<file path="config.mk">
export PLATFORM = sky130hd
export DESIGN_NAME = pkt_read_ctrl
export DESIGN_NICKNAME = d
export VERILOG_FILES = /design/src/rtl/mpc_out_pkg.sv /design/src/rtl/port_req_fifo.sv /design/src/rtl/pkt_read_ctrl.sv
export SDC_FILE = /design/constraint.sdc
export NUM_CORES = 1
export LEC_CHECK = 0
export CAP_MARGIN = 20
export CORE_UTILIZATION = 40
export CTS_CLUSTER_DIAMETER = 50
export DETAILED_ROUTE_END_ITERATION = 10
export GPL_TIMING_DRIVEN = 1
export PLACE_DENSITY_LB_ADDON = 0.15
export SETUP_SLACK_MARGIN = 0.15
export SLEW_MARGIN = 10
export SYNTH_ARGS = -nofsm -noshare
export SYNTH_HDL_FRONTEND = slang
export SYNTH_SLANG_ARGS = --single-unit
</file>
<file path="constraint.sdc">
create_clock -name i_clk -period 4.9 [get_ports i_clk]
set_input_delay 1.47 -clock i_clk [delete_from_list [all_inputs] [get_ports i_clk]]
set_output_delay 1.47 -clock i_clk [all_outputs]
set_load 0.1 [all_outputs]
</file>
<file path="src/rtl/mpc_out_pkg.sv">
// Shared types and width helpers for the multi-port cache output controller.
package mpc_out_pkg;

    typedef enum logic [2:0] {
        IDLE,
        REQ_LEN,
        WAIT_LEN,
        REQ_BLK,
        WAIT_BLK,
        WAIT_DONE
    } state_t;

    function automatic int blk_shift(input int blk_bytes);
        return $clog2(blk_bytes);
    endfunction

    function automatic int word_shift(input int word_bytes);
        return $clog2(word_bytes);
    endfunction

    function automatic int times_w(input int blk_bytes, input int word_bytes);
        return $clog2(blk_bytes / word_bytes) + 1;
    endfunction

endpackage

</file>
<file path="src/rtl/port_req_fifo.sv">
// Pending-grant FIFO with registered full/empty flags.
module port_req_fifo #(
    parameter int WIDTH = 4,
    parameter int DEPTH = 4
) (
    input  logic             i_clk,
    input  logic             i_rst,
    input  logic             i_push,
    input  logic [WIDTH-1:0] i_data,
    input  logic             i_pop,
    output logic [WIDTH-1:0] o_data,
    output logic             o_full,
    output logic             o_empty
);

    localparam int AW = $clog2(DEPTH);
    localparam int CW = AW + 1;

    logic [WIDTH-1:0] mem [DEPTH];
    logic [AW-1:0]    wr_ptr;
    logic [AW-1:0]    rd_ptr;
    logic [CW-1:0]    count;
    logic [CW-1:0]    count_n;
    logic             do_push;
    logic             do_pop;

    assign do_push = i_push && !o_full;
    assign do_pop  = i_pop && !o_empty;
    assign o_data  = mem[rd_ptr];

    always_comb begin
        count_n = count;
        unique case ({do_push, do_pop})
            2'b10:   count_n = count + CW'(1);
            2'b01:   count_n = count - CW'(1);
            default: count_n = count;
        endcase
    end

    always_ff @(posedge i_clk or posedge i_rst) begin
        if (i_rst) begin
            wr_ptr  <= '0;
            rd_ptr  <= '0;
            count   <= '0;
            o_full  <= 1'b0;
            o_empty <= 1'b1;
        end else begin
            if (do_push) wr_ptr <= wr_ptr + AW'(1);
            if (do_pop)  rd_ptr <= rd_ptr + AW'(1);
            count   <= count_n;
            o_full  <= (count_n == CW'(DEPTH));
            o_empty <= (count_n == '0);
        end
    end

    // Storage needs no reset: only entries below count are ever read.
    always_ff @(posedge i_clk) begin
        if (do_push) mem[wr_ptr] <= i_data;
    end

endmodule

</file>
<file path="src/rtl/pkt_read_ctrl.sv">
// Per-port output controller: serves queued grants one packet at a time,
// walking the packet's blocks and handing each address to the read engine.
module pkt_read_ctrl
    import mpc_out_pkg::*;
#(
    parameter int PORTNUM        = 16,
    parameter int BLK_ADDR_WIDTH = 10,
    parameter int LEN_WIDTH      = 10,
    parameter int BLK_BYTES      = 32,
    parameter int WORD_BYTES     = 4,
    parameter int REQ_DEPTH      = 4
) (
    input  logic                                      i_clk,
    input  logic                                      i_rst,
    input  logic [$clog2(PORTNUM)-1:0]                i_port,
    input  logic                                      i_port_vld,
    output logic                                      o_port_rdy,
    output logic [$clog2(PORTNUM)-1:0]                o_port,
    output logic                                      o_port_vld,
    input  logic [LEN_WIDTH-1:0]                      i_len,
    input  logic                                      i_len_vld,
    output logic                                      o_blk_req,
    input  logic [BLK_ADDR_WIDTH-1:0]                 i_blk_addr,
    input  logic                                      i_blk_addr_vld,
    output logic [BLK_ADDR_WIDTH-1:0]                 o_blk_addr,
    output logic                                      o_blk_addr_vld,
    output logic                                      o_last_blk_vld,
    output logic [times_w(BLK_BYTES, WORD_BYTES)-1:0] o_last_r_times,
    input  logic                                      i_r_done,
    output logic                                      o_pkt_done,
    output logic                                      o_len_err,
    output logic                                      o_busy
);

    localparam int PW  = $clog2(PORTNUM);
    localparam int BS  = blk_shift(BLK_BYTES);
    localparam int WS  = word_shift(WORD_BYTES);
    localparam int TW  = times_w(BLK_BYTES, WORD_BYTES);
    localparam int CW  = LEN_WIDTH - BS + 1;
    localparam int LBW = BS + 1;
    localparam int LW1 = LEN_WIDTH + 1;

    state_t state;
    state_t state_n;

    logic [PW-1:0] fifo_port;
    logic          fifo_full;
    logic          fifo_empty;
    logic          pop;

    logic [CW-1:0] blk_cnt;
    logic [CW-1:0] blk_idx;
    logic          is_last;

    logic [LEN_WIDTH:0] len_up;
    logic [CW-1:0]      cnt_calc;
    logic [LBW-1:0]     last_bytes;
    logic [LBW-1:0]     lb_up;
    logic [TW-1:0]      times_calc;

    logic [PW-1:0]             port_n;
    logic [CW-1:0]             cnt_n;
    logic [CW-1:0]             idx_n;
    logic [TW-1:0]             times_n;
    logic [BLK_ADDR_WIDTH-1:0] addr_n;
    logic port_vld_n;
    logic blk_req_n;
    logic addr_vld_n;
    logic last_n;
    logic done_n;
    logic err_n;

    port_req_fifo #(
        .WIDTH (PW),
        .DEPTH (REQ_DEPTH)
    ) u_fifo (
        .i_clk   (i_clk),
        .i_rst   (i_rst),
        .i_push  (i_port_vld),
        .i_data  (i_port),
        .i_pop   (pop),
        .o_data  (fifo_port),
        .o_full  (fifo_full),
        .o_empty (fifo_empty)
    );

    assign o_port_rdy = ~fifo_full;

    // Ceiling divisions by shift; a zero remainder means a full last block.
    assign len_up     = {1'b0, i_len} + LW1'(BLK_BYTES - 1);
    assign cnt_calc   = len_up[LEN_WIDTH:BS];
    assign last_bytes = (i_len[BS-1:0] == '0) ? LBW'(BLK_BYTES)
                                              : {1'b0, i_len[BS-1:0]};
    assign lb_up      = last_bytes + LBW'(WORD_BYTES - 1);
    assign times_calc = lb_up[BS:WS];

    assign is_last = (blk_idx == blk_cnt - CW'(1));

    always_comb begin
        state_n    = state;
        port_n     = o_port;
        cnt_n      = blk_cnt;
        idx_n      = blk_idx;
        times_n    = o_last_r_times;
        addr_n     = o_blk_addr;
        pop        = 1'b0;
        port_vld_n = 1'b0;
        blk_req_n  = 1'b0;
        addr_vld_n = 1'b0;
        last_n     = 1'b0;
        done_n     = 1'b0;
        err_n      = 1'b0;
        unique case (state)
            IDLE: begin
                if (!fifo_empty) begin
                    pop        = 1'b1;
                    port_n     = fifo_port;
                    port_vld_n = 1'b1;
                    state_n    = REQ_LEN;
                end
            end
            REQ_LEN: state_n = WAIT_LEN;
            WAIT_LEN: begin
                if (i_len_vld) begin
                    if (i_len == '0) begin
                        err_n   = 1'b1;
                        state_n = IDLE;
                    end else begin
                        cnt_n   = cnt_calc;
                        times_n = times_calc;
                        idx_n   = '0;
                        state_n = REQ_BLK;
                    end
                end
            end
            REQ_BLK: begin
                blk_req_n = 1'b1;
                state_n   = WAIT_BLK;
            end
            WAIT_BLK: begin
                if (i_blk_addr_vld) begin
                    addr_n     = i_blk_addr;
                    addr_vld_n = 1'b1;
                    last_n     = is_last;
                    state_n    = WAIT_DONE;
                end
            end
            WAIT_DONE: begin
                if (i_r_done) begin
                    if (is_last) begin
                        done_n  = 1'b1;
                        state_n = IDLE;
                    end else begin
                        idx_n   = blk_idx + CW'(1);
                        state_n = REQ_BLK;
                    end
                end
            end
            default: state_n = IDLE;
        endcase
    end

    always_ff @(posedge i_clk or posedge i_rst) begin
        if (i_rst) begin
            state          <= IDLE;
            o_port         <= '0;
            blk_cnt        <= '0;
            blk_idx        <= '0;
            o_last_r_times <= '0;
            o_blk_addr     <= '0;
            o_port_vld     <= 1'b0;
            o_blk_req      <= 1'b0;
            o_blk_addr_vld <= 1'b0;
            o_last_blk_vld <= 1'b0;
            o_pkt_done     <= 1'b0;
            o_len_err      <= 1'b0;
            o_busy         <= 1'b0;
        end else begin
            state          <= state_n;
            o_port         <= port_n;
            blk_cnt        <= cnt_n;
            blk_idx        <= idx_n;
            o_last_r_times <= times_n;
            o_blk_addr     <= addr_n;
            o_port_vld     <= port_vld_n;
            o_blk_req      <= blk_req_n;
            o_blk_addr_vld <= addr_vld_n;
            o_last_blk_vld <= last_n;
            o_pkt_done     <= done_n;
            o_len_err      <= err_n;
            o_busy         <= (state_n != IDLE);
        end
    end

endmodule

</file>
Yosys cells after proc, flatten, opt, wreduce, memory -nomap -nowiden --
Memory sizes are Yosys's and may differ from the RTL's. A register that Yosys moved wholly into a read port is not among the register bits. Index checks and enable logic that the tools add are counted.
Word-level totals: register bits after elaboration 45, bits in latches 0, RAM bits 16, ROM bits 0, input bits 30, output and inout port bits 26, logic and storage cells 85, memories 1
Cells by class: $add $sub $neg 8, $mul 0, divide/modulo/power cells 0, $lt $le $gt $ge 0, equality and inequality tests 13, shifts and indexed selects 0, mux-type cells 29, bitwise gates (word level) 3, reductions and logical operators 14
Memory list:
- u_fifo.mem | depth 4, bits a word 4, read ports 1, clocked after memory_dff 1, wr ports 1, line port_req_fifo.sv:19 | logic [WIDTH-1:0] mem [DEPTH];
Operators with widths (count):
- 2-to-1 mux 6 bit | 5
- case mux 3 bit (6 select lines) | 1
- 2-to-1 mux 1 bit | 15
- 2-to-1 mux 3 bit | 4
- case mux 6 bit (2 select lines) | 1
- adder 10 x 5 -> 11 bit, second input constant | 1
- zero test 10 bit | 1
- equality test 3 bit, second input constant | 3
- inequality test 2 bit, second input constant | 4
- adder 6 x 1 -> 6 bit, second input constant | 1
- adder 6 x 2 -> 6 bit, second input constant | 1
- equality test 3 x 2 -> 1 bit, second input constant | 2
- equality test 6 bit | 1
- zero test 3 bit | 2
- case mux 3 bit (2 select lines) | 1
- subtractor 6 x 1 -> 6 bit, second input constant | 1
- zero test 5 bit | 1
- AND reduction 5 bit | 1
- adder 2 x 1 -> 2 bit, second input constant | 2
- 2-to-1 mux 2 bit | 2
- AND reduction 2 bit | 2
- adder 3 x 1 -> 3 bit, second input constant | 1
- equality test 3 x 1 -> 1 bit, second input constant | 1
- NOT 1 bit | 3
- 8 further kinds | 10

Depth between registers and ports, before layout --
Gate-level depths: netlist (run 1).
depth in word-level cells 6, depth in mapped cells 10, mapped depth without buffers 9

Modules after synthesis --
Synthesis (run 1) repeated with hierarchy kept, for this count alone.
Second synthesis, totals: cells, all modules 257, area, all modules 3103.0 um2
By module, submodules not included:
- pkt_read_ctrl | instances 1, cells an instance 190, area an instance 2008.2 um2, seq. area each 1001.0 um2
- port_req_fifo | instances 1, cells an instance 67, area an instance 1094.8 um2, seq. area each 706.9 um2

Worst setup path after synthesis (run 1) --
Ideal clock, no wire load.
path kind input-to-reg, start point input i_port_vld, end point register u_fifo.o_full, setup time 73 ps, arrival 2940 ps, required time 4827 ps, path slack 1887 ps, stages 10, buffers on the path 1, path through nor2b_1 > clkbuf_1 > inv_1 > ha_1 > inv_1 > fa_1 > xor2_1 > nor2_1 > xor2_1 > nor2b_1
Between the ends: word-level cells in the longest chain between the ends 4, elaborated cells on any way between the ends 5, classes of those cells eq/ne (3); mux (1); reduce/logical (1)
RTL lines:
- start, declared | line pkt_read_ctrl.sv:16 | input logic i_port_vld,
- logical AND 1 bit (*) | line port_req_fifo.sv:27 | assign do_push = i_push && !o_full;
- equality test 2 x 1 -> 1 bit or equality test 2 bit (tied branches) | line port_req_fifo.sv:33 | unique case ({do_push, do_pop})
- case mux 3 bit (2 select lines) (*) | line port_req_fifo.sv:33
- net u_fifo.count_n[2] | line port_req_fifo.sv:23 | logic [CW-1:0] count_n;
- equality test 3 bit (*) | line port_req_fifo.sv:51 | o_full <= (count_n == CW'(DEPTH));
- end signal, assigned | line port_req_fifo.sv:51
- end, declared | line port_req_fifo.sv:12 | output logic o_full,
The timed path passes the listed nets; every way through them passes the cells marked *. A chain may end at the register's enable or synchronous reset.

Worst setup path after layout (run 1) --
start point input i_len[3], end point register blk_idx[5]
Between the ends: word-level cells in the longest chain between the ends 3
RTL lines:
- start, declared | line pkt_read_ctrl.sv:20 | input logic [LEN_WIDTH-1:0] i_len,
- zero test 10 bit | line pkt_read_ctrl.sv:125 | if (i_len == '0) begin
- inequality test 2 bit (no source line)
- AND reduction 5 bit (no source line)
- end signal, assigned | line pkt_read_ctrl.sv:182 | blk_idx <= idx_n;
- end, declared | line pkt_read_ctrl.sv:52 | logic [CW-1:0] blk_idx;
No other way between the ends.

==> metrics.txt, run 1 <==
Post-Synthesis Cells roughly 250; Peak Freq slightly below 300 MHz; Logic pwr share 0.507; Hold Path End u_fifo.count[2]; CP endpoint kind flip-flop; Reg area 1710 um2; clock power share 0.176; RSZ-0062 raised after global routing false; Worst Path Max Fanout 22; TritonCTS Buffers 9; fillers about 650; P_int between 0.001 and 0.0015 W; hold path depth 1; Top FF cell, synth dfrtp_1; Psw ~0.0013 W; type of the most critical hold path reg2reg; first drt pass iteration count 6; Worst Setup Start Kind primary input; leakage approximately 1.6 nW; # setup viols final 0; initial antenna violation count 0; die area just under 8000 um2; Port Buffers 55; clock sinks 65; initial DRC count 110; status finished clean; Synth area leader dfrtp_1; share of cells above drive strength 1 0.150; vias in the first global route about 2000; Hold-fix buffers, CTS 0; fin util 0.534; Routed WL 5.60 mm; initial core utilization 0.413; Global Route Usage Sum 0.162; DIE HEIGHT 88.6 um; post-synth net total 286; fraction of registers with async set/reset 0.754; final weighted congestion in routability-driven placement between 0.7 and 0.8; post-synthesis instance area 3000 um2; Synth top area share 0.401; largest net degree at the start of global routing 50; Worst Path Arrival 3.67 ns; Clock Latency Late Sink about 0.34 ns; Synth area leaders dfrtp_1, edfxtp_1, mux2_2; IR drop worst, VDD ~0.40 mV; setup TNS 0 ns; FP Rows 31; final net count ~350; TritonCTS clock tree done; Post-synth EDFFs 16; Antenna diodes 0; Least-Margin Pin Slew just under 1 ns; area of the multi-input gates around 1200 um2; hold path start u_fifo.count[2]; power per cell area 716 nW/um2; max-cap check violation count 0; # IOs 56; Wirelength per Cell about 14 um; final clock skew approximately 0.012 ns; first-pass GRT wire length between 9 and 10 mm; DRC errors left 0; placed wire-length estimate 3.88 mm; reg2reg end u_fifo.o_full; Post CTS Setup Buffer Count 0; Tcrit/Tclk final 0.697; Seq cells post-synth between 60 and 70; reg2reg path depth 8; Max clock buf depth 2; Post-CTS Resized 0; total number of vias between 2000 and 2500; die span in x ~90 um; Final min period ~3.4 ns; Post-DRT Antenna Nets 0; Congestion Overflow GR 0; YS warnings 0; Reg power frac 0.318; Synth cell types 45; Root Buffer clkbuf_8; CTS H-tree depth 3; register area share after synthesis 0.570; R2R Setup Slk 2.68 ns; clk slew on worst S/H paths about 0.070 ns; Hold Vio Cnt, Final 0; reg2reg start state[2]; core footprint 7250 um2; Avg Inst Size Synth ~12 um2; vias per inst slightly below 5; Max Slew Vio Count 0; Slew headroom 0.343; Worst Setup Path Type in2reg; Crit path required time approximately 5.2 ns; Syn-to-layout area delta 29.3%; switching power share of the total 0.473
==> worst max-delay path by stage <==
| stage | start | endpoint | slack [ns] | cells past startpoint |
|---|---|---|---|---|
| 2_1_floorplan | i_port_vld | u_fifo.o_full | 1.89 | 10 |
| 3_3_place_gp | i_len[3] | o_last_r_times[3] | 1.23 | 5 |
| 3_5_place_dp | i_len[3] | blk_idx[5] | 1.13 | 6 |
| 4_1_cts | i_len[3] | blk_idx[5] | 1.48 | 6 |
| 5_1_grt | i_len[3] | o_last_r_times[1] | 1.33 | 5 |
| 6_report | i_len[3] | blk_idx[5] | 1.49 | 6 |
==> flip-flops by register name (all words and copies together) (netlist names), 2 cells and up <==
| register | cells |
|---|---|
| blk_cnt | 6 |
| blk_idx | 6 |
| o_blk_addr | 10 |
| o_last_r_times | 4 |
| o_port | 4 |
| state | 3 |
| u_fifo.count | 3 |
| u_fifo.mem | 16 |
| u_fifo.rd_ptr | 2 |
| u_fifo.wr_ptr | 2 |
==> metrics by stage <==
stage	std cells	worst slack, ns	total power, W	cell area, um2	hold slack, ns
after global routing	412	1.33	0.00295	3870	0.522
after global placement	395	1.23	0.00230	3650	0.459
final	412	1.49	0.00277	3870	0.481
after detailed placement	395	1.13	0.00231	3650	0.468
after floorplan	248	1.89	0.00197	3000	0.446
after CTS	411	1.48	0.00280	3850	0.479
==> final cells by class <==
class                           instances  share of cell area
Sequential cell                        65               0.441
Multi-Input combinational cell        161               0.311
Timing Repair Buffer                   57               0.149
Clock buffer                            9              0.0320
Tap cell                               99              0.0320
Clock inverter                          7              0.0220
Inverter                               14              0.0136
==> synthesized netlist by cell type, types with 2 or more instances <==
master / n
nor3_1: 3
dfrtp_1: 48
edfxtp_1: 16
mux4_2: 4
nor2_1: 9
nand3_1: 6
and2_1: 4
mux2_2: 14
o21ai_1: 3
a21oi_1: 5
or2_2: 2
or4_1: 2
nand2_1: 28
ha_1: 7
clkbuf_1: 5
a311oi_1: 2
and3_1: 3
xnor2_1: 11
nand2b_1: 3
mux2i_1: 5
inv_1: 14
nor2b_1: 4
o211ai_1: 3
xor2_1: 9
a21o_1: 2
o21ai_0: 15
buf_2: 3
==> worst max-delay path, stage by stage <==
cell             delay (ns)
clkdlybuf4s50_1        0.46
or4_1                  0.56
nor2_2                 0.31
a21o_1                 0.57
nand2b_1               0.11
mux2i_1                0.17
==> power by group through the flow <==
stage / sequential [W] / combinational, W / clock (W)
detailed placement: 0.000894 / 0.00141 / 0
global placement: 0.000890 / 0.00141 / 0
finish: 0.000881 / 0.00141 / 0.000487
floorplan: 0.00146 / 0.000515 / 0
global route: 0.000910 / 0.00151 / 0.000527
CTS: 0.000884 / 0.00142 / 0.000499
==> placed cells by master (no fill, tap or decap), types with 7 or more instances in the layout <==
cell type / instances
xor2_1: 9
edfxtp_1: 16
clkbuf_8: 9
inv_1: 13
nand2_1: 28
nor2_1: 9
mux2_2: 14
ha_1: 7
xnor2_1: 11
o21ai_0: 15
clkdlybuf4s50_1: 55
dfrtp_1: 48
==> layer usage <==
layer / routed length, um / up-vias / track usage
met1: 2650 / 978 / 0.219
li1: - / 991 / -
met4: 107 / 0 / 0.0836
met3: 223 / 9 / 0.0373
met5: 0 / - / 0
met2: 2620 / 42 / 0.245
==> kinds of logic (layout without fill, tap and decap cells) <==
kind of cell,count (synthesis),count (layout),synth area share
xor gates and xnor gates,20,20,0.0584
DFF,65,65,0.570
muxes,23,23,0.0993
AOI/OAI and AO/OA,37,37,0.0814
buffers and inverters,22,87,0.0288
adders and majority gates,8,8,0.0359
and+or+nand+nor,73,73,0.126
Power figures use the tool's default switching activity.
==> run 2, diff against run 1 <==
==> constraint.sdc (replaced) <==
create_clock -name i_clk -period 2.95 [get_ports i_clk]
set_input_delay 0.885 -clock i_clk [delete_from_list [all_inputs] [get_ports i_clk]]
set_output_delay 0.885 -clock i_clk [all_outputs]
set_load 0.1 [all_outputs]
==> metrics.txt, run 2 (synthesis gave the netlist of run 1 again) <==
Global Route Usage Sum 0.166; Port Buffers 55; DRC errors left 0; max FFs per register 16; TritonCTS clock tree done; Congestion Overflow GR 0; power per cell area 1180 nW/um2; most common cell after layout, fill and taps aside dfrtp_1; vias per inst 4.86; Max Slew Vio Count 0; placed wire-length estimate between 4 and 5 mm; Max clock buf depth 2; core footprint 7250 um2; max-cap check violation count 0; initial core utilization 0.413; die span in x roughly 89 um; largest net degree at the start of global routing 28; die area a little under 8000 um2; Worst Setup Path Type in2reg; Wirelength per Cell 13.6 um; non-filler cells, final about 420; Final min period about 2.5 ns; CP endpoint kind flip-flop; hold path depth 2; FP Rows 31; largest reg by FF count u_fifo.mem; first-pass GRT wire length roughly 9.7 mm; status finished clean; Crit path required time 3.16 ns; initial antenna violation count 0; Worst Path Max Fanout 5; TritonCTS Buffers 9; Slew headroom 0.624; hold path start o_last_r_times[1]; final weighted congestion in routability-driven placement 0.757; # setup viols final 0; Peak Freq just under 400 MHz; first drt pass iteration count 4; total number of vias roughly 2000; DIE HEIGHT 88.6 um; setup TNS 0 ns; Worst Path Arrival about 2.7 ns; R2R Setup Slk 0.68 ns; Syn-to-layout area delta 27.6%; Post-DRT Antenna Nets 0; Post-CTS Resized 0; clk slew on worst S/H paths approximately 0.060 ns; CP cell instances clkdlybuf4s50_1, or4_1, nor2_1, a21oi_1, nor4_1, nand2_1; Hold-fix buffers, CTS 0; biggest regs u_fifo.mem x16, o_blk_addr x10; reg2reg start state[2]; CP max stage delay ~0.50 ns; share of cells above drive strength 1 0.245; # IOs 56; Worst Setup Start Kind primary input; clock sinks 65; Slowest-stage cell, CP or4_1; vias in the first global route between 2000 and 2500; leakage between 1.5 and 2 nW; Routed WL roughly 5.7 mm; Least-Margin Pin Slew around 0.56 ns; reg2reg path depth 8; final net count about 350; initial DRC count around 110; Hold Vio Cnt, Final 0; Tcrit/Tclk final 0.859; type of the most critical hold path reg2reg; most frequent cells in the layout dfrtp_1, buf_4, clkdlybuf4s50_1; final clock skew 0.00306 ns; Root Buffer clkbuf_8; Post CTS Setup Buffer Count 0; Clock Latency Late Sink ~0.33 ns; reg2reg end u_fifo.o_full; Antenna diodes 0; IR drop worst, VDD approximately 0.57 mV; RSZ-0062 raised after global routing false; Hold Path End o_last_r_times[1]; CTS H-tree depth 3; fillers between 600 and 700; placed insts around 400
==> run 2: worst max path at each step <==
stage                          start       endpoint  slack [ns]
after floorplan             state[0]  u_fifo.o_full        0.44
after CTS                   i_len[7]         o_busy        0.43
after global placement    i_port_vld  u_fifo.o_full        0.18
after global routing        i_len[5]         o_busy        0.31
after detailed placement    i_len[7]         o_busy        0.10
final                       i_len[5]         o_busy        0.42
==> run 2: report_power, final <==
part	leakage [nW]	total, W	switching [W]	internal, W
combinational	0.801	0.00232	0.00162	0.000701
sequential	0.762	0.00147	0.000233	0.00124
clock	0.0941	0.000706	0.000319	0.000387
==> run 2: critical path: cells and delay by family <==
| kind | cells | cell delay, ns |
|---|---|---|
| AOI/OAI and AO/OA | 1 | 0.18 |
| buffers and inverters | 1 | 0.49 |
| and+or+nand+nor | 4 | 1.19 |
==> run 2: through the flow <==
stage	hold WS, ns	power, W	util	setup WS [ns]	instance area [um2]
2_1_floorplan	0.446	0.00328	-	0.437	3000
3_3_place_gp	0.462	0.00379	0.503	0.177	3650
3_5_place_dp	0.466	0.00383	0.503	0.102	3650
4_1_cts	0.490	0.00455	0.528	0.432	3830
5_1_grt	0.510	0.00478	0.528	0.313	3830
6_report	0.480	0.00450	0.528	0.416	3830
==> run 2: metal layers <==
metal  up-vias  track usage  part of all wire
met5         -            0                 0
met4         0       0.0528             0.012
met3         5       0.0504             0.032
met2        30        0.261              0.47
met1       993        0.223              0.48
li1       1003            -                 -
==> run 2: final cells by class <==
cell class | count | area [um2] | share of cell area
Inverter | 14 | 52.6 | 0.0137
Tap cell | 99 | 124 | 0.0324
Multi-Input combinational cell | 161 | 1200 | 0.315
Sequential cell | 65 | 1710 | 0.446
Clock buffer | 12 | 135 | 0.0353
Timing Repair Buffer | 63 | 558 | 0.146
Clock inverter | 4 | 45.0 | 0.0118
